==> src/rtl/mem_byte_seq.sv <==
// Byte-serial load/store sequencer in front of a 1024x8 RAM: moves 1, 2 or 4
// little-endian bytes one per cycle and sign/zero-extends load results.
module mem_byte_seq (
   input  logic        clk,
   input  logic        rst_n,
   input  logic        req,
   input  logic        wr,
   input  logic [1:0]  size,
   input  logic        uns,
   input  logic [9:0]  addr,
   input  logic [31:0] wdata,
   output logic        busy,
   output logic        done,
   output logic        err,
   output logic [31:0] rdata,
   output logic [9:0]  ram_addr,
   output logic [7:0]  ram_d,
   output logic        ram_we,
   input  logic [7:0]  ram_q
);

   typedef enum logic [1:0] {IDLE, XFER, DONE} state_t;

   state_t      state;
   logic [1:0]  k;
   logic [1:0]  last_k;
   logic        l_wr;
   logic        l_uns;
   logic [1:0]  l_size;
   logic [31:0] l_wdata;
   logic [31:0] rbuf;
   logic [31:0] assembled;
   logic [31:0] load_val;
   logic [1:0]  k_nxt;

   // The final byte of a load comes straight from ram_q on the last XFER edge,
   // so the extended result is formed from the buffer plus the live read byte.
   always_comb begin
      last_k    = (l_size == 2'b00) ? 2'd0 : (l_size == 2'b01) ? 2'd1 : 2'd3;
      k_nxt     = k + 2'd1;
      assembled = rbuf;
      assembled[{k, 3'b000} +: 8] = ram_q;
      case (l_size)
         2'b00:   load_val = {{24{~l_uns & assembled[7]}},  assembled[7:0]};
         2'b01:   load_val = {{16{~l_uns & assembled[15]}}, assembled[15:0]};
         default: load_val = assembled;
      endcase
   end

   always_ff @(posedge clk or negedge rst_n) begin
      if (!rst_n) begin
         state    <= IDLE;
         k        <= 2'd0;
         l_wr     <= 1'b0;
         l_uns    <= 1'b0;
         l_size   <= 2'b00;
         l_wdata  <= 32'd0;
         rbuf     <= 32'd0;
         busy     <= 1'b0;
         done     <= 1'b0;
         err      <= 1'b0;
         rdata    <= 32'd0;
         ram_addr <= 10'd0;
         ram_d    <= 8'd0;
         ram_we   <= 1'b0;
      end else begin
         case (state)
            IDLE: begin
               done <= 1'b0;
               err  <= 1'b0;
               if (req) begin
                  busy <= 1'b1;
                  if (size == 2'b11) begin
                     state <= DONE;
                     done  <= 1'b1;
                     err   <= 1'b1;
                  end else begin
                     state    <= XFER;
                     k        <= 2'd0;
                     l_wr     <= wr;
                     l_uns    <= uns;
                     l_size   <= size;
                     l_wdata  <= wdata;
                     rbuf     <= 32'd0;
                     ram_addr <= addr;
                     ram_we   <= wr;
                     ram_d    <= wr ? wdata[7:0] : 8'd0;
                  end
               end
            end
            XFER: begin
               if (!l_wr) rbuf[{k, 3'b000} +: 8] <= ram_q;
               if (k == last_k) begin
                  state    <= DONE;
                  done     <= 1'b1;
                  k        <= 2'd0;
                  ram_addr <= 10'd0;
                  ram_we   <= 1'b0;
                  ram_d    <= 8'd0;
                  if (!l_wr) rdata <= load_val;
               end else begin
                  k        <= k_nxt;
                  ram_addr <= ram_addr + 10'd1;  // 10-bit add wraps 1023 -> 0
                  ram_d    <= l_wr ? l_wdata[{k_nxt, 3'b000} +: 8] : 8'd0;
               end
            end
            DONE: begin
               state <= IDLE;
               busy  <= 1'b0;
               done  <= 1'b0;
               err   <= 1'b0;
            end
            default: begin
               state <= IDLE;
               busy  <= 1'b0;
               done  <= 1'b0;
               err   <= 1'b0;
            end
         endcase
      end
   end

endmodule

==> config.mk <==
export PLATFORM = sky130hd
export DESIGN_NAME = mem_byte_seq
export DESIGN_NICKNAME = d
export VERILOG_FILES = /design/src/rtl/mem_byte_seq.sv
export SDC_FILE = /design/constraint.sdc
export NUM_CORES = 1
export LEC_CHECK = 0
export BUFFER_PORTS_ARGS = -buffer_cell sky130_fd_sc_hd__buf_2
export CAP_MARGIN = 0
export CORE_MARGIN = 2
export CORE_UTILIZATION = 43
export CTS_BUF_LIST = sky130_fd_sc_hd__clkbuf_16
export CTS_CLUSTER_SIZE = 16
export DETAILED_ROUTE_END_ITERATION = 7
export GPL_TIMING_DRIVEN = 0
export HOLD_SLACK_MARGIN = 0.1
export PLACE_DENSITY = 0.65
export SKIP_LAST_GASP = 1
export SLEW_MARGIN = 25
export SYNTH_ARGS = -nofsm -noshare
export SYNTH_HDL_FRONTEND = slang
export SYNTH_SLANG_ARGS = --single-unit
==> constraint.sdc <==
create_clock -name clk -period 3.4 [get_ports clk]
set_input_delay 0.68 -clock clk [delete_from_list [all_inputs] [get_ports clk]]
set_output_delay 0.68 -clock clk [all_outputs]
set_load 0.01 [all_outputs]
Yosys cells after proc, flatten, opt, wreduce, memory -nomap -nowiden
Index checks and enable logic that the tools add are counted.

Flip-flop bits (word level): 126. Bits of input ports: 57. Output and inout port bits: 54.

Bitwise gates (word level): 6. Muxes and demuxes: 37. Equality and inequality tests: 8. Reductions and logical operators: 10. Shift operators: 3. Add/subtract/negate cells: 3.

Operators with widths (number): $pmux 32 s2 (2); $mux 32 (3); $mux 8 (5); $bwmux 32 (1); $shift 8x7->32 const A (1); $shiftx 32x6->8 (1); $shiftx 8x7->32 (1); $mux 10 (3); $pmux 10 s2 (1); $mux 2 (8); $pmux 8 s2 (1); $add 10x1->10 const B (1); $reduce_and 3->1 (3); $ne 2x2->1 const B (4); $pmux 1 s2 (4); $pmux 2 s2 (2); $reduce_and 4->1 (2); $mux 1 (7); $neg 5->7 (1); $eq 2x1->1 const B (2); $logic_not 2->1 (2); $not 1->1 (4); $reduce_and 2->1 (2); $add 2x1->2 const B (1); 4 further kinds (5).

Logic depth before layout (Yosys ltp)
Depth after elaboration: 6. Gate-level depth with buffers: 9. Gate-level depth less buffers: 6.

Worst setup path after synthesis
Ideal clock, no wire load.

Kind: flip-flop to flip-flop. Start point: register k[0]. End point: register rdata[20]. Arrival time: 2.460 ns. Required time: 3.318 ns. Path slack: 0.858 ns. Stages on the path, launching flop included: 10. Period minus slack after synthesis: 2.542 ns. Library setup time: 0.082 ns. Cells stage by stage: dfrtp_1 buf_2 buf_2 inv_1 ha_1 nand4bb_1 a311o_1 a31o_2 clkbuf_1 a31oi_1.

Word-level cells in the longest chain between the ends: 5. Elaborated cells on any way between the ends: 9. Those cells by class: add/sub (1); eq/ne (1); shift (2); mux (2); bitwise (2); reduce/logical (1).

Ends and longest elaborated chain: from (decl) (line 25) `logic [1:0] k;`; from (signal assigned) (line 102) `k <= k_nxt;`; $neg 5->7 (line 42) `assembled[{k, 3'b000} +: 8] = ram_q;`; $shiftx 8x7->32 / $shift 8x7->32 (equally long branches) (line 42); $bwmux 32 (line 42); $and 1x1->1 (on tied branches) (line 45, 44); $pmux 32 s2 (line 43) `case (l_size)`; to (signal assigned) (line 100) `if (!l_wr) rdata <= load_val;`; to (decl) (line 15) `output logic [31:0] rdata,`.

Several ways; a longest one is shown, not always the timed one. A chain may end at the register's enable or synchronous reset.

Worst setup path in the final report
Start point: register k[0]. End point: register rdata[10].

Word-level cells in the longest chain between the ends: 5. Elaborated cells on any way between the ends: 8. Those cells by class: add/sub (1); eq/ne (1); shift (2); mux (2); bitwise (1); reduce/logical (1).

Ends and longest elaborated chain: $neg 5->7 (line 42); $shiftx 8x7->32 / $shift 8x7->32 (equally long branches) (line 42); $bwmux 32 (line 42); $and 1x1->1 (line 44) `2'b00: load_val = {{24{~l_uns & assembled[7]}}, assembled[7:0]};`; $pmux 32 s2 (line 43).

Several ways; a longest one is shown, not always the timed one.

==> results.py <==
metrics = {
    "pwr": {
        "total_power_mw": 6.78,
        "switching_share_pct": 38.3,
        "vdd_ir_drop_max_mv": 0.357,
        "p_per_area_nw_per_um2": 951,
        "clkPwrFrac_pct": 24.7,
        "leakage_nw": 3.36,
        "sequentialPowerShare_pct": 36.7,
        "p_switching_mw": 2.60,
        "comb_power_share_pct": 38.6,
        "intPower_mw": 4.18,
    },
    "timing": {
        "timing.slew.headroom_pct": 39.1,
        "min_period_over_period_pct": 91.3,
        "rsz0062_at_grt": "no",
        "fin_skew_ps": 4.53,
        "timing.fmax_mhz": 322,
        "tightest_slew_ps": 912,
        "post-route-min-period_ps": 3100,
        "setup_violations": 0,
        "hold_viol_final": 0,
        "slew_viol_final": 0,
        "timing.setup.tns_ps": 0,
    },
    "finish": {
        "multi_input_area_um2": 2400,
        "finish.utilization_pct": 54.0,
        "regArea_um2": 3150,
        "antennaDiodeCount": 0,
        "area_delta_synth_final_pct": 23.2,
        "post_route_cells_drive_above_1_share_pct": 23.1,
        "nets": 769,
        "fill_cells": 1187,
    },
    "clock_tree": {
        "cts_setup_buffers": 0,
        "cts-buffers-inserted": 17,
        "clk_latency_ps": 420,
        "holdBufCountCts": 0,
        "cts_max_level": 4,
        "cts_root_buf": "clkbuf_16",
        "cts.sinks": 126,
        "cts_resized": 0,
        "cts_tree": "yes",
        "clk_pin_slew_ps": 50,
        "clk_path_buf_depth": 2,
    },
    "route": {
        "wl_met2_um": 7750,
        "avgRoutedWirePerCell_um": 17.5,
        "drc": 0,
        "top_layer": "met4",
        "drt_wl_total_um": 15700,
        "wl_met3_um": 881,
        "via_per_inst": 5.57,
        "wl_met1_um": 6750,
        "drt_pass1_iterations": 4,
        "drtIter0Drc": 316,
        "vias": 4994,
        "postRouteAntennaNets": 0,
    },
    "worst_setup_path": {
        "r2r_cells": 8,
        "crit_required_ps": 3740,
        "cp-start-kind": "flop",
        "endpoint_kind": "flop",
        "path_common_cell": "buf_2",
        "regToRegStartpoint": "k[0]",
        "r2r_slack_ps": 300,
        "cp.arrival_ps": 3440,
        "worstSetupPathType": "flop to flop",
        "cpPeakStageDelay_ps": 820,
        "worstPathCellList": "buf_2, buf_2, inv_1, ha_1, nand4bb_1, a2111oi_2, a221oi_1, a21oi_1",
        "r2r-end": "rdata[10]",
        "cp_slowest_cell": "a2111oi_2",
        "cp_max_fo": 10,
    },
    "synth": {
        "async_flop_share_pct": 100,
        "netlist_area_um2": 5780,
        "synth-seq-cells": 126,
        "yosysUniqueCellTypes": 50,
        "ys_warn_count": 0,
        "yosys.area_share.simple_pct": 18.5,
        "synthAdderAreaFrac_pct": 1.08,
        "syn_nets": 640,
        "synth-xor-area-share_pct": 0,
        "ys_seq_area_share_pct": 54.5,
        "syn_avg_cell_area_um2": 10.0,
        "ys.flop_type": "dfrtp_1",
        "synthMuxAreaShare_pct": 3.48,
        "synth_edf_count": 0,
        "syn_inst": 578,
        "synth_top_family_by_area": "simple AND/OR/NAND/NOR gates",
        "synth_compound_area_share_pct": 18.5,
    },
    "floorplanning": {
        "dieArea_um2": 14400,
        "fp.dieH_um": 120,
        "rows": 42,
        "coreArea_um2": 13200,
        "die_w_um": 120,
        "ios": 111,
        "initial_core_util_pct": 43.9,
    },
    "global_route": {
        "grt_usage_pct": 22.8,
        "grt_first_pass_wirelength_um": 25300,
        "grt_pass1_vias": 4847,
        "antenna_found_initial": 0,
        "grt_max_degree": 65,
        "grt_overflow": 0,
    },
    "status": {
        "outcome": "complete, no violations",
    },
    "placed_design": {
        "hpwl_um": 10900,
        "gp_congestion": 0.833,
        "place.port_buffers": 109,
    },
    "worst_hold_path": {
        "min_path_type": "input pin to async pin",
    },
    "job": {
        "drv_cap": 0,
    },
}
[power by group through the flow]
stage | Combinational (mW) | Clock [mW] | Sequential [mW]
after floorplan | 1.59 | 0 | 2.57
after global placement | 2.54 | 0 | 2.48
after detailed placement | 2.63 | 0 | 2.51
after CTS | 2.64 | 1.70 | 2.49
after global routing | 2.91 | 1.78 | 2.57
final | 2.62 | 1.67 | 2.49
[per-layer routing]
| metal | up-vias | track usage, % |
|---|---|---|
| li1 | 2320 | - |
| met1 | 2468 | 29.9 |
| met2 | 179 | 37.7 |
| met3 | 27 | 4.28 |
| met4 | 0 | 8.38 |
| met5 | - | 0 |
[cell usage after synthesis, drive strengths merged, types with 3 or more instances]
master / instances / area, um^2
mux4: 8 / 180
nand3: 14 / 70.1
a32oi: 6 / 52.6
a221oi: 7 / 61.3
dfrtp: 126 / 3150
a22oi: 17 / 128
o211ai: 3 / 22.5
nand2: 122 / 458
a31oi: 22 / 153
buf: 17 / 98.8
inv: 15 / 56.3
a21oi: 36 / 180
nor2: 55 / 206
a22o: 19 / 166
nand2b: 17 / 106
ha: 5 / 62.6
a21o: 4 / 30.0
o2bb2ai: 15 / 131
o21ai: 7 / 35.0
clkbuf: 19 / 71.3
nand4: 4 / 25.0
nor2b: 8 / 50.1
o22ai: 3 / 18.8
[worst max path at each step]
stage,start,slack [ps],end,depth (start not counted)
after floorplan,k[0],860,rdata[20],9
after global placement,rst_n,70,ram_addr[8],1
after detailed placement,k[0],110,rdata[10],9
after CTS,k[0],100,rdata[10],9
after global routing,k[0],20,rdata[10],8
final,k[0],300,rdata[10],8
[final cells by class]
| class | count | area share, % |
|---|---|---|
| plain buffers | 36 | 2.40 |
| inverters | 15 | 0.790 |
| flip-flops and latches | 126 | 44.2 |
| well taps | 176 | 3.09 |
| clock inverters | 15 | 1.60 |
| multi-input cells | 401 | 33.7 |
| repair buffers | 110 | 8.18 |
| clock buffers | 17 | 5.97 |
[cells in the final DEF, fill, tap and decap left out, types with 6 or more instances in the layout]
cell type  instances
dfrtp_1          126
nand2_1          122
buf_2            121
nor2_1            55
a21oi_1           36
a31oi_1           21
inv_1             19
a22o_1            19
clkbuf_1          18
nand2b_1          17
a22oi_1           17
clkbuf_16         17
o2bb2ai_1         15
nand3_1           14
nor2b_1            8
mux4_2             8
a221oi_1           7
o21ai_0            7
a32oi_1            6
[worst max-delay path: cells and delay by family (launching register included)]
family,cells,cell delay (ps)
compound gates,3,1200
fa+ha+maj,1,410
buf+inv,3,750
flops,1,380
simple gates,1,290
[logic make-up after synthesis]
kind of cell,Yosys count
adder cells (fa/ha/maj),5
multiplexers,10
AND/OR/NAND/NOR,238
flip-flops,126
buffers and inverters,51
AO/OA/AOI/OAI,148
[stage by stage]
step,setup slack (ps),area [um^2],hold WS (ps),std cells
6_report,297,7130,206,896
5_1_grt,19.3,7130,238,896
4_1_cts,101,7130,215,896
3_5_place_dp,114,6590,457,864
3_3_place_gp,65.7,6550,454,863
2_1_floorplan,858,5780,384,578
[registers in the layout, summed over array words and instances (netlist names)]
name      flops
ram_d         8
done          1
l_wr          1
l_size        2
l_uns         1
rdata        32
k             2
ram_we        1
l_wdata      32
busy          1
ram_addr     10
rbuf         32
state         2
err           1
No activity file was read; power rests on OpenSTA's default activity.
